===== src/rtl/mdl_sata_pkg.sv =====
// Package: mdl_sata_pkg
// Shared definitions for the SATA transmit-side bench models.
//   sched_state_e : word-scheduler slot state (S_IDLE/S_WAKE/S_RUN/S_ALIGN)
//   ALIGNP_WORD   : encoded ALIGNp primitive (K28.5 D10.2 D10.2 D27.3)
//   SYNCP_WORD    : filler word sent when no upstream data is offered
package mdl_sata_pkg;

  typedef enum logic [1:0] {
    S_IDLE  = 2'd0,
    S_WAKE  = 2'd1,
    S_RUN   = 2'd2,
    S_ALIGN = 2'd3
  } sched_state_e;

  localparam logic [39:0] ALIGNP_WORD = 40'h3E9555549C;
  localparam logic [39:0] SYNCP_WORD  = 40'hAAAAAAAAAA;

endpackage


===== src/rtl/mdl_word_timer.sv =====
// Module: mdl_word_timer
// Tracks the serializer word boundary on the bit clock.
// Ports:
//   i_clk   : bit clock, shared with the serializer
//   i_reset : asynchronous active-high reset (bit counter returns to 0)
//   o_load  : high during the last bit of each word (serializer load cycle)
module mdl_word_timer #(
  parameter int unsigned WORD_SIZE = 40
) (
  input  logic i_clk,
  input  logic i_reset,
  output logic o_load
);

  localparam int unsigned    BcW    = (WORD_SIZE > 1) ? $clog2(WORD_SIZE) : 1;
  localparam logic [BcW-1:0] BcLast = BcW'(WORD_SIZE - 1);

  logic [BcW-1:0] r_bc;

  always_ff @(posedge i_clk or posedge i_reset) begin
    if (i_reset) begin
      r_bc <= '0;
    end else if (r_bc == BcLast) begin
      r_bc <= '0;
    end else begin
      r_bc <= r_bc + 1'b1;
    end
  end

  assign o_load = (r_bc == BcLast);

endmodule


===== src/rtl/mdl_tx_word_sched.sv =====
// Module: mdl_tx_word_sched
// Bench-side TX word scheduler feeding the 40-bit serial transmit model.
// Once per word slot it chooses electrical idle, ALIGNp, upstream data or
// SYNC filler; inserts an ALIGNp pair every ALIGN_INTERVAL words and an
// ALIGNp burst of ALIGN_BURST words on wake from idle.
// Ports:
//   i_clk, i_reset   : bit clock; asynchronous active-high reset
//   i_idle_req       : request electrical idle
//   s_valid/s_data   : upstream word offer
//   s_ready          : word accepted this cycle (combinational, load cycle only)
//   o_elec_idle      : to serializer electrical-idle input
//   o_data           : to serializer parallel data input
//   o_word_strobe    : high on each serializer load cycle
//   o_align_count    : ALIGNp words issued   (MDL_TXSCHED_STATS_EN only)
//   o_data_count     : data words accepted   (MDL_TXSCHED_STATS_EN only)
// Configuration macro: MDL_TXSCHED_STATS_EN adds the two statistics counters.
module mdl_tx_word_sched
  import mdl_sata_pkg::*;
#(
  parameter int unsigned          WORD_SIZE      = 40,
  parameter int unsigned          ALIGN_INTERVAL = 256,
  parameter int unsigned          ALIGN_BURST    = 2,
  parameter logic [WORD_SIZE-1:0] ALIGN_WORD     = WORD_SIZE'(ALIGNP_WORD),
  parameter logic [WORD_SIZE-1:0] SYNC_WORD      = WORD_SIZE'(SYNCP_WORD)
) (
  input  logic                 i_clk,
  input  logic                 i_reset,
  input  logic                 i_idle_req,
  input  logic                 s_valid,
  input  logic [WORD_SIZE-1:0] s_data,
  output logic                 s_ready,
  output logic                 o_elec_idle,
  output logic [WORD_SIZE-1:0] o_data,
  output logic                 o_word_strobe
`ifdef MDL_TXSCHED_STATS_EN
  ,
  output logic [31:0]          o_align_count,
  output logic [31:0]          o_data_count
`endif
);

  localparam int unsigned    IcW   = $clog2(ALIGN_INTERVAL + 1);
  localparam int unsigned    WkW   = $clog2(ALIGN_BURST + 1);
  localparam logic [IcW-1:0] IcMax = IcW'(ALIGN_INTERVAL);
  localparam logic [WkW-1:0] WkMax = WkW'(ALIGN_BURST);

  logic                 w_load;
  logic                 w_due;
  sched_state_e         r_state, w_state_nxt;
  logic                 r_elec_idle, w_elec_idle_nxt;
  logic [WORD_SIZE-1:0] r_data, w_data_nxt;
  logic [IcW-1:0]       r_ic, w_ic_nxt;
  logic [WkW-1:0]       r_wk, w_wk_nxt;

  mdl_word_timer #(
    .WORD_SIZE(WORD_SIZE)
  ) u_timer (
    .i_clk  (i_clk),
    .i_reset(i_reset),
    .o_load (w_load)
  );

  assign w_due   = (r_ic == IcMax);
  assign s_ready = w_load && (r_state == S_RUN) && !i_idle_req && !w_due;

  // Next-slot choice; only committed on load edges.
  always_comb begin
    w_state_nxt     = r_state;
    w_elec_idle_nxt = r_elec_idle;
    w_data_nxt      = r_data;
    w_ic_nxt        = r_ic;
    w_wk_nxt        = r_wk;
    unique case (r_state)
      S_IDLE: begin
        if (i_idle_req) begin
          w_elec_idle_nxt = 1'b1;
          w_data_nxt      = '0;
        end else begin
          w_state_nxt     = S_WAKE;
          w_elec_idle_nxt = 1'b0;
          w_data_nxt      = ALIGN_WORD;
          w_wk_nxt        = WkW'(1);
        end
      end
      S_WAKE: begin
        if (i_idle_req) begin
          w_state_nxt     = S_IDLE;
          w_elec_idle_nxt = 1'b1;
          w_data_nxt      = '0;
        end else if (r_wk < WkMax) begin
          w_data_nxt = ALIGN_WORD;
          w_wk_nxt   = r_wk + 1'b1;
        end else begin
          // First run slot with ic starting at 0: never due (interval >= 1),
          // and s_ready is low outside S_RUN, so this slot carries SYNC.
          w_state_nxt = S_RUN;
          w_data_nxt  = SYNC_WORD;
          w_ic_nxt    = IcW'(1);
        end
      end
      S_RUN: begin
        if (i_idle_req) begin
          w_state_nxt     = S_IDLE;
          w_elec_idle_nxt = 1'b1;
          w_data_nxt      = '0;
        end else if (w_due) begin
          w_state_nxt = S_ALIGN;
          w_data_nxt  = ALIGN_WORD;
        end else if (s_valid) begin
          w_data_nxt = s_data;
          w_ic_nxt   = r_ic + 1'b1;
        end else begin
          w_data_nxt = SYNC_WORD;
          w_ic_nxt   = r_ic + 1'b1;
        end
      end
      S_ALIGN: begin
        // Second half of the pair; idle requests wait until it is out.
        w_state_nxt = S_RUN;
        w_data_nxt  = ALIGN_WORD;
        w_ic_nxt    = '0;
      end
      default: begin
        w_state_nxt     = S_IDLE;
        w_elec_idle_nxt = 1'b1;
        w_data_nxt      = '0;
      end
    endcase
  end

  always_ff @(posedge i_clk or posedge i_reset) begin
    if (i_reset) begin
      r_state     <= S_IDLE;
      r_elec_idle <= 1'b1;
      r_data      <= '0;
      r_ic        <= '0;
      r_wk        <= '0;
    end else if (w_load) begin
      r_state     <= w_state_nxt;
      r_elec_idle <= w_elec_idle_nxt;
      r_data      <= w_data_nxt;
      r_ic        <= w_ic_nxt;
      r_wk        <= w_wk_nxt;
    end
  end

  assign o_elec_idle   = r_elec_idle;
  assign o_data        = r_data;
  assign o_word_strobe = w_load;

`ifdef MDL_TXSCHED_STATS_EN
  logic        w_align_slot;
  logic [31:0] r_align_count;
  logic [31:0] r_data_count;

  // ALIGNp goes out whenever the next state is WAKE/ALIGN, or when leaving
  // ALIGN (second of the pair). WAKE->RUN carries SYNC and is excluded.
  assign w_align_slot = (w_state_nxt == S_WAKE) || (w_state_nxt == S_ALIGN) ||
                        (r_state == S_ALIGN);

  always_ff @(posedge i_clk or posedge i_reset) begin
    if (i_reset) begin
      r_align_count <= '0;
      r_data_count  <= '0;
    end else if (w_load) begin
      if (w_align_slot) r_align_count <= r_align_count + 32'd1;
      if (s_valid && s_ready) r_data_count <= r_data_count + 32'd1;
    end
  end

  assign o_align_count = r_align_count;
  assign o_data_count  = r_data_count;
`endif

endmodule


===== config.mk =====
export PLATFORM = sky130hd
export DESIGN_NAME = mdl_tx_word_sched
export DESIGN_NICKNAME = d
export VERILOG_FILES = /design/src/rtl/mdl_sata_pkg.sv /design/src/rtl/mdl_word_timer.sv /design/src/rtl/mdl_tx_word_sched.sv
export SDC_FILE = /design/constraint.sdc
export NUM_CORES = 1
export LEC_CHECK = 0
export BUFFER_PORTS_ARGS = -buffer_cell sky130_fd_sc_hd__buf_2
export CORE_MARGIN = 2
export CORE_UTILIZATION = 35
export DETAILED_ROUTE_END_ITERATION = 8
export MAX_ROUTING_LAYER = met4
export PLACE_DENSITY_LB_ADDON = 0.12
export SLEW_MARGIN = 20
export SYNTH_ARGS = -nofsm -noshare
export SYNTH_HDL_FRONTEND = slang
export SYNTH_SLANG_ARGS = --single-unit

===== constraint.sdc =====
create_clock -name i_clk -period 2.1 [get_ports i_clk]
set_clock_uncertainty 0.05 [all_clocks]
set_input_delay 0.315 -clock i_clk [delete_from_list [all_inputs] [get_ports i_clk]]
set_output_delay 0.315 -clock i_clk [all_outputs]
set_load 0.01 [all_outputs]

After elaboration in Yosys (flattened, before gate mapping)
Index checks and enable logic that the tools add are counted.
Widths: inputs -> output; s select.
{"block": "totals", "reg_bits": 60, "input_bits": 44, "output_inout_bits": 43, "wordCells": 63}
{"block": "op_classes", "add_sub_neg": 3, "n_lt_le_gt_ge": 1, "n_eq_ne": 14, "muxes": 25, "reduce_logical": 14}
{"cell": "$mux 40", "n": 5}
{"cell": "$pmux 40 s4", "n": 1}
{"cell": "$mux 38", "n": 1}
{"cell": "$mux 9", "n": 4}
{"cell": "$pmux 9 s3", "n": 1}
{"cell": "$mux 2", "n": 7}
{"cell": "$ne 2x2->1 const B", "n": 6}
{"cell": "$add 9x1->9 const B", "n": 1}
{"cell": "$eq 9x9->1 const B", "n": 1}
{"cell": "$pmux 2 s4", "n": 1}
{"cell": "$add 6x1->6 const B", "n": 1}
{"cell": "$eq 6x6->1 const B", "n": 1}
{"cell": "$mux 6", "n": 1}
{"cell": "$ne 3x3->1 const B", "n": 2}
{"cell": "$reduce_and 6->1", "n": 1}
{"cell": "$reduce_and 5->1", "n": 1}
{"cell": "$eq 2x2->1 const B", "n": 2}
{"cell": "$pmux 2 s2", "n": 1}
{"cell": "$reduce_and 4->1", "n": 1}
{"cell": "$reduce_bool 2->1", "n": 2}
{"cell": "$logic_and 1x1->1", "n": 3}
{"cell": "$reduce_and 3->1", "n": 1}
{"cell": "$reduce_bool 3->1", "n": 1}
{"cell": "$add 2x1->2 const B", "n": 1}
{"cell": "8 further kinds", "n": 10}

Longest topological paths before layout
Gate-level depths: netlist (run 1).
{"block": "logic_depth", "ltp_word": 4, "mapped_depth": 8, "depth_no_buf": 6}

By module
From an unflattened synthesis (run 1), not the netlist that was laid out.
{"block": "hier_totals", "hier_cells": 320, "hier_area_um2": 3120.5}
{"mod": "mdl_tx_word_sched", "n_inst": 1, "cells_each": 298, "area_per_inst_um2": 2865.2, "seq_area_each_um2": 1352.5}
{"mod": "mdl_word_timer", "n_inst": 1, "cells_each": 22, "area_per_inst_um2": 255.2, "seq_area_each_um2": 150.1}

Worst setup path before layout (run 1)
OpenSTA, ideal clock, no wires.
{"block": "synth_path", "kind": "register -> output", "start": "reg r_state[0]", "end": "out s_ready", "arrival_time_ns": 1.654, "t_required_ns": 1.735, "setup_slack_ns": 0.081, "path_stages_with_launch": 7, "path_buffers": 1, "path_cell_list": "dfrtp_1 -> inv_1 -> ha_1 -> nor2b_1 -> a21boi_2 -> buf_2 -> and2_1"}
{"block": "synth_via", "elab_chain_len": 4}
{"item": "start: declaration", "line_no": "mdl_tx_word_sched.sv:49", "source": "sched_state_e r_state, w_state_nxt;"}
{"item": "start signal: assignment", "line_no": "mdl_tx_word_sched.sv:139", "source": "r_state <= w_state_nxt;"}
{"item": "$eq 2x2->1", "line_no": "mdl_tx_word_sched.sv:64", "source": "assign s_ready = w_load && (r_state == S_RUN) && !i_idle_req && !w_due;"}
{"item": "$logic_and 1x1->1 (3 in a row)", "line_no": "mdl_tx_word_sched.sv:64"}
{"item": "end: declaration", "line_no": "mdl_tx_word_sched.sv:31", "source": "output logic s_ready,"}
No other way between the ends.

Worst setup path after layout (run 1)
Ends and elaborated chain as after synthesis.

==> results.toml, run 1 <==
[run_status]
status = "complete, no violations"

[yosys]
synth_area_leaders = "dfrtp_1, a21oi_1, nand2_1"
syn_area_per_cell_sq_um = 9.707
yosysSeqAreaShare = 0.4808
synthesis.area_sq_um = 3125
synth_compound_area_frac = 0.2306
synthCells = 322
synth_mux_area_frac = 0.01401
synth-edff-count = 0
synthAdderAreaFrac = 0.03203
synth_seq_cells = 60
synth_xor_area_frac = 0.008407
synthSimpleGateAreaFrac = 0.1966
synth_top_family_by_area = "compound AO/OA/AOI/OAI gates"
yosysTopAreaCell = "dfrtp_1"
synth_common_cells = "dfrtp_1, nand2_1, a21oi_1"
synth_ff_type = "dfrtp_1"
ys_async_sr_fraction = 1.000
synth_cell_type_count = 52
syn-num-nets = 374
ys.warnings.count = 0
yosysMostFrequentCell = "dfrtp_1"
yosysTopAreaCellShare = 0.4724

[floorplan]
dieArea_sq_um = 9702
rows = 34
dieHeight_um = 98.50
start_util = 0.3601
die_w_um = 98.50
core_sq_um = 8678
ios = 87

[route]
via_per_inst = 5.210
drt-wirelength-per-cell_um = 15.60
first_iter_violations = 163
firstDrtPassIters = 6
dr_total_vias = 2834
wl_um = 8485
drc = 0
ant_nets = 0

[critical_path]
crit_chain = "inv_2, ha_2, nor2b_4, a21boi_4, and2_1, buf_2"
rr_worst_depth = 7
timing.rr.start = "r_ic[0]"
startpoint_type = "flop"
worst_path_max_delay_cell = "dfrtp_1"
cp.required_ns = 1.74
r2r-end = "r_state[1]"
crit_cells = 6
worst-setup-path-type = "flop to output port"
crit_buf_inv = 2
rrSetupSlack_ns = 0.08
slowest_delay_ns = 0.43
cp-startpoint = "r_state[0]"
crit_end = "s_ready"
cp-end-kind = "output port"
crit_arrival_ns = 1.71
critical_path_peak_fanout = 4
crit_family = "flip-flops"

[sta]
drv_slew = 0
setup_viol = 0
period_minus_slack_ns = 2.077
fmax_mhz = 481.5
fin_setup_tns_ns = 0
finalHoldViolations = 0
max_slew_margin = 0.6608
fin_crit_sh = 0.9889
rsz0062_at_grt = "yes"
worst_pin_slew_ns = 0.5070
finalWorstSetupSlack_ns = 0.02326

[global_routing]
grt_max_degree = 29
grt_remaining_overflow = 0
grt_pass1_wl_um = 13790
antenna_found_initial = 0
grt_pass1_vias = 2697
grt_use_total = 0.1820

[placed_design]
place_inst = 523
routabilityCongestion = 0.8583
hpwl_um = 5882
io_buffers = 86
placed_cell_area_sq_um = 3820
pre_cts_slack_ns = 0.08109

[finish]
area_growth_pct = 31.14
nFillCells = 867
drive_gt1_frac = 0.3509
regArea_sq_um = 1503
antenna_cells = 0
fin_cells = 544
stdcell_area_sq_um = 4099
multi_input_area_sq_um = 1541
finalNetCount = 483

[power]
p_leak_nw = 2.094
power_density_nw_per_um2 = 663.4
vdd_drop_max_uv = 385.4

[clocking]
cts_sinks = 60
clock_latency_ns = 0.34
max-clock-path-buffers = 2
cts_buffers = 9
clk_pin_slew_ns = 0.08
cts-root-buf = "clkbuf_8"
htreeDepth = 3
cts_tree = "yes"

[min_path]
holdCritPathClass = "primary input to flop"

[run]
maxCapViolCount = 0
==> worst min-delay path by stage <==
| stage | startpoint | end | slack [ns] | depth (start not counted) |
|---|---|---|---|---|
| floorplan | u_timer.r_bc[0] | u_timer.r_bc[0] | 0.38 | 1 |
| global placement | i_reset | o_data[3] | 0.31 | 2 |
| detailed placement | i_reset | o_data[3] | 0.31 | 2 |
| CTS | s_data[8] | o_data[8] | 0.13 | 2 |
| global route | s_data[8] | o_data[8] | 0.14 | 2 |
| finish | s_data[0] | o_data[0] | 0.14 | 2 |
==> where the power goes <==
part / switching (mW) / internal, mW
Combinational: 0.224 / 0.179
Clock: 0.512 / 0.553
Sequential: 0.0359 / 1.21
==> stage by stage <==
stage | power (mW) | hold WS, ns | utilization
after floorplan | 1.490 | 0.3751 | -
after global placement | 1.661 | 0.3105 | 0.4402
after detailed placement | 1.666 | 0.3112 | 0.4402
after CTS | 2.743 | 0.1315 | 0.4686
after global routing | 2.836 | 0.1415 | 0.4723
final | 2.719 | 0.1384 | 0.4723
==> per-layer routing <==
| metal | vias up | GRT usage | routed length [um] |
|---|---|---|---|
| li1 | 1389 | - | - |
| met1 | 1356 | 0.2529 | 4063 |
| met2 | 80 | 0.2726 | 3913 |
| met3 | 9 | 0.03617 | 404 |
| met4 | 0 | 0.05058 | 104 |
| met5 | - | - | 0 |
==> cell families after synthesis <==
family	Yosys count
simple gates	115
compound gates	104
xor+xnor	3
fa+ha+maj	8
mux	4
buf+inv	28
flops	60
==> cells in the final DEF (no fill, tap or decap), types with 3 or more instances in the layout <==
cell type / n
inv_1: 8
nor3_2: 3
a32o_1: 4
dfrtp_1: 59
ha_1: 6
buf_2: 86
nor3_1: 9
nand2b_1: 17
buf_4: 26
clkbuf_8: 9
o31a_1: 4
nand4_1: 7
nand2_1: 44
a22o_1: 6
a21oi_1: 33
a211o_1: 15
nor2_1: 8
nand3_1: 11
o21ai_0: 24
==> flip-flops by register name (all words and copies together), names as in the netlist <==
name	cells
o_data	40
r_ic	9
u_timer.r_bc	6
r_state	2
r_wk	2
o_elec_idle	1
==> layout make-up <==
cell class / instances / area share
multi-input cells: 234 / 0.3761
flip-flops and latches: 60 / 0.3666
repair buffers: 115 / 0.1648
well taps: 108 / 0.03297
clock buffers: 9 / 0.03022
clock inverters: 7 / 0.01862
inverters: 11 / 0.01068
==> timing repair <==
item	CTS	global route
resized for setup	9	2
pin swaps	0	1
hold endpoints to repair	18	0
hold buffers	1	0
buffers inserted	1	3
setup endpoints to repair	2	12
Note: power is estimated with default switching activity, not from simulation.
==> run 2: changes to the inputs <==
==> constraint.sdc (replaced) <==
create_clock -name i_clk -period 2.1 [get_ports i_clk]
set_clock_uncertainty 0.05 [all_clocks]
set_input_delay 0.105 -clock i_clk [delete_from_list [all_inputs] [get_ports i_clk]]
set_output_delay 0.105 -clock i_clk [all_outputs]
set_load 0.01 [all_outputs]
==> run 2 against run 1 <==
  * Routed wire length fell by 0.25%
  * Critical path depth did not move
  * Critical path type is now flop to flop
  * Non-clock buffer count rose by 11
  * Via count rose by 1.9%
  * Largest cell class unchanged
==> results.toml, run 2 (synthesis gave the netlist of run 1 again) <==
[run_status]
status = "complete, no violations"

[critical_path]
crit_buf_inv = 1
r2r-end = "r_ic[3]"
crit_chain = "buf_4, ha_2, or2_2, a21o_4, o31a_1, a221o_1"
crit_arrival_ns = 2.17
rr_worst_depth = 6
critical_path_peak_fanout = 4
crit_family = "compound AO/OA/AOI/OAI gates"
timing.rr.start = "r_state[1]"
worst_path_max_delay_cell = "dfrtp_1"
rrSetupSlack_ns = 0.10
slowest_delay_ns = 0.38
cp.required_ns = 2.27
cp-end-kind = "flop"
worst-setup-path-type = "flop to flop"
startpoint_type = "flop"

[sta]
setup_viol = 0
period_minus_slack_ns = 1.996
max_slew_margin = 0.5188
finalHoldViolations = 0
worst_pin_slew_ns = 0.7208
drv_slew = 0
fin_crit_sh = 0.9507
fmax_mhz = 500.9

[min_path]
min_to = "o_data[12]"
holdCritPathClass = "primary input to flop"
holdCritStartpoint = "s_data[12]"
hold_depth = 4

[route]
wl_um = 8464
via_per_inst = 5.202
drt-wirelength-per-cell_um = 15.25
first_iter_violations = 132
drc = 0
ant_nets = 0
firstDrtPassIters = 4
dr_total_vias = 2887

[finish]
nFillCells = 846
multi_input_area_sq_um = 1583
fin_util = 0.4896
drive_gt1_frac = 0.3490
antenna_cells = 0
final_common_cell = "buf_2"
final_cell_mix = "buf_2, dfrtp_1, nand2_1, a21oi_1, buf_4"
regArea_sq_um = 1503
largest_reg_flops = 40
finalNetCount = 494
area_growth_pct = 35.95

[global_routing]
use_met1 = 0.2485
grt_remaining_overflow = 0
antenna_found_initial = 0
grt-busiest-layer = "met2"
grt_pass1_wl_um = 13870
use_met3 = 0.05957
grt_max_degree = 35
grt_pass1_vias = 2753
grt_use_total = 0.1846
use_met2 = 0.2726

[placed_design]
routabilityCongestion = 0.7829
io_buffers = 86
hpwl_um = 5883

[power]
p_leak_nw = 2.155
vdd_drop_max_uv = 353.2
power_density_nw_per_um2 = 666.2
p_total_mw = 2.831

[clocking]
cts_sinks = 60
max-clock-path-buffers = 2
clock_latency_ns = 0.34
cts_buffers = 9
cts-root-buf = "clkbuf_8"
cts_tree = "yes"
htreeDepth = 3
clk_pin_slew_ns = 0.07

[floorplan]
core_sq_um = 8678
start_util = 0.3601
ios = 87
dieArea_sq_um = 9702
rows = 34
dieHeight_um = 98.50
die_w_um = 98.50

[run]
maxCapViolCount = 0
==> run 2: worst max-delay path by stage <==
| stage | start | depth (start not counted) | to | slack, ns |
|---|---|---|---|---|
| 2_1_floorplan | r_state[0] | 7 | r_ic[3] | 0.16 |
| 3_3_place_gp | r_ic[0] | 7 | r_ic[5] | 0.07 |
| 3_5_place_dp | r_ic[0] | 7 | r_ic[6] | 0.07 |
| 4_1_cts | r_state[0] | 6 | s_ready | 0.002 |
| 5_1_grt | r_state[0] | 7 | r_ic[8] | -0.02 |
| 6_report | r_state[1] | 6 | r_ic[3] | 0.10 |
==> run 2: where the power goes <==
| part | internal [mW] | total [mW] | switching, mW |
|---|---|---|---|
| registers | 1.22 | 1.25 | 0.0341 |
| logic | 0.195 | 0.424 | 0.229 |
| clock network | 0.695 | 1.16 | 0.463 |
==> run 2: cell type report <==
class | instances | share of cell area
multi-input combinational | 234 | 0.3725
sequential | 60 | 0.3537
timing repair buffer | 126 | 0.1814
clock buffer | 11 | 0.03327
tap | 108 | 0.03180
clock inverter | 5 | 0.01767
inverter | 11 | 0.009717
==> run 2: through the flow <==
| step | setup WS, ns | instance area, sq um | instances | setup TNS (ns) | hold WS [ns] |
|---|---|---|---|---|---|
| 2_1_floorplan | 0.1628 | 3126 | 322 | 0 | 0.1877 |
| 3_3_place_gp | 0.06906 | 3795 | 523 | 0 | 0.2292 |
| 3_5_place_dp | 0.06663 | 3795 | 523 | 0 | 0.2325 |
| 4_1_cts | 0.001667 | 4158 | 552 | 0 | 0.07212 |
| 5_1_grt | -0.01894 | 4249 | 555 | -0.01894 | 0.09846 |
| 6_report | 0.1035 | 4249 | 555 | 0 | 0.08696 |
==> run 2: what timing repair did <==
action | 4_1_cts | 5_1_grt
gates resized for setup | 5 | 14
setup endpoints to repair | 2 | 16
hold buffers | 13 | 0
setup buffers | 0 | 3
endpoints found under the hold margin | 42 | 0
pin swaps | 0 | 3
==> run 2: metal layers <==
| layer | up-vias | part of all wire |
|---|---|---|
| met5 | - | 0 |
| met4 | 0 | 0.011 |
| met3 | 8 | 0.060 |
| met2 | 80 | 0.47 |
| met1 | 1390 | 0.46 |
| li1 | 1409 | - |
==> run 2: tightest hold or removal path, delay by kind of cell <==
family          cells  cell delay, ns
buf+inv             1            0.08
simple gates        1            0.04
compound gates      2            0.23
==> run 3: changes to the inputs <==
CORE_UTILIZATION = 52   (was 35)
==> run 3 against run 2 <==
  * Critical path type unchanged
  * Final cell count shrank 6.5%
  * Cell area shrank 2.0%
  * Utilization grew 22 points
  * First-iteration DRC count grew 41%
  * Fmax shrank 0.79%
==> results.toml, run 3 (synthesis gave the netlist of run 1 again) <==
[sta]
max_slew_margin = 0.6083
worst_pin_slew_ns = 0.5867
fmax_mhz = 496.9
setup_viol = 0
period_minus_slack_ns = 2.012
drv_slew = 0
finalHoldViolations = 0
fin_crit_sh = 0.9583

[route]
drt-wirelength-per-cell_um = 15.21
via_per_inst = 5.597
dr_total_vias = 2905
first_iter_violations = 186
wl_um = 7896
ant_nets = 0
firstDrtPassIters = 4
drc = 0

[critical_path]
cp.required_ns = 2.27
path_common_cell = "nor3_2"
worst_path_max_delay_cell = "or4bb_4"
worst-setup-path-type = "flop to flop"
crit_arrival_ns = 2.18
slowest_delay_ns = 0.48
critical_path_peak_fanout = 6
startpoint_type = "flop"
cp-end-kind = "flop"
crit_chain = "inv_1, ha_1, or4bb_4, nor3_2, nor3_2, buf_4, a32o_1"

[placed_design]
io_buffers = 86
placed_cell_area_sq_um = 3729
hpwl_um = 5334
routabilityCongestion = 0.8482
place_inst = 485

[finish]
antenna_cells = 0
stdcell_area_sq_um = 4165
largest_reg_flops = 40
fin_cells = 519
nFillCells = 442
fin_util = 0.7119
drive_gt1_frac = 0.3243
finalNetCount = 491
area_growth_pct = 33.27
final_common_cell = "buf_2"
final_cell_mix = "buf_2, dfrtp_1, nand2_1, a21oi_1, o21ai_0"

[floorplan]
ios = 87
dieArea_sq_um = 6646
start_util = 0.5342
rows = 28
dieHeight_um = 81.53
core_sq_um = 5851
die_w_um = 81.53

[power]
power_density_nw_per_um2 = 648.1
p_total_mw = 2.700
p_leak_nw = 2.147
vdd_drop_max_uv = 457.1

[clocking]
clk_pin_slew_ns = 0.07
cts_buffers = 9
max-clock-path-buffers = 2
cts-root-buf = "clkbuf_8"
cts_sinks = 60
clock_latency_ns = 0.33
htreeDepth = 3
cts_tree = "yes"

[run_status]
status = "complete, no violations"

[global_routing]
grt_pass1_wl_um = 12640
grt_pass1_vias = 2664
grt_use_total = 0.2553
antenna_found_initial = 0
grt_remaining_overflow = 0
grt_max_degree = 30

[min_path]
holdCritPathClass = "primary input to flop"

[run]
maxCapViolCount = 0
## run 3: path summary, 6_finish.rpt
path                       slack, ns    endpoint  depth (start not counted)       start
max in group asynchronous       0.98  o_data[16]                          4     i_reset
min                              0.1  o_data[14]                          4  s_data[14]
max reg2reg                     0.09     r_ic[5]                          7     r_ic[0]
min in group asynchronous       0.34  o_data[10]                          3     i_reset
max                             0.09     r_ic[5]                          7     r_ic[0]
min reg2reg                     0.43  o_data[19]                          2  o_data[19]
## run 3: stage by stage
stage | hold slack, ns | setup slack (ns) | TNS [ns]
CTS | 0.09795 | 0.009382 | 0
detailed placement | 0.1635 | 0.09569 | 0
finish | 0.09788 | 0.08766 | 0
global route | 0.1105 | -0.04093 | -0.1932
global placement | 0.1599 | 0.1485 | 0
floorplan | 0.1877 | 0.1628 | 0
## run 3: layout make-up
cell class / instances / area (sq um) / share of cell area
clock buffers: 14 / 162.7 / 0.03905
clock inverters: 2 / 35.03 / 0.008411
inverters: 11 / 45.04 / 0.01081
multi-input cells: 234 / 1548 / 0.3716
flip-flops and latches: 60 / 1503 / 0.3608
well taps: 75 / 93.84 / 0.02253
repair buffers: 123 / 778.2 / 0.1868
## run 3: power breakdown
part / leakage (nW) / switching (mW) / internal [mW]
Sequential: 0.779 / 0.0357 / 1.22
Combinational: 1.27 / 0.218 / 0.184
Clock: 0.101 / 0.433 / 0.613
Total: 2.15 / 0.687 / 2.01
## run 3: critical path, delay by kind of cell (launching register included)
family | cells | cell delay (ns)
simple gates | 3 | 0.80
flops | 1 | 0.41
buf+inv | 2 | 0.26
compound gates | 1 | 0.24
fa+ha+maj | 1 | 0.16
## run 3: timing repair
action	in CTS	in global routing
gates cloned	1	0
hold buffers	13	0
endpoints found under the setup margin	1	11
pin swaps	0	4
resized for setup	3	6
endpoints found under the hold margin	38	0
setup buffers	0	4
## run 3: metal layers
metal / vias up / wire length (um) / global-route usage
met5: - / 0 / -
met4: 0 / 131 / 0.1136
met3: 13 / 493 / 0.03956
met2: 95 / 3780 / 0.3934
met1: 1391 / 3491 / 0.3350
li1: 1406 / - / -
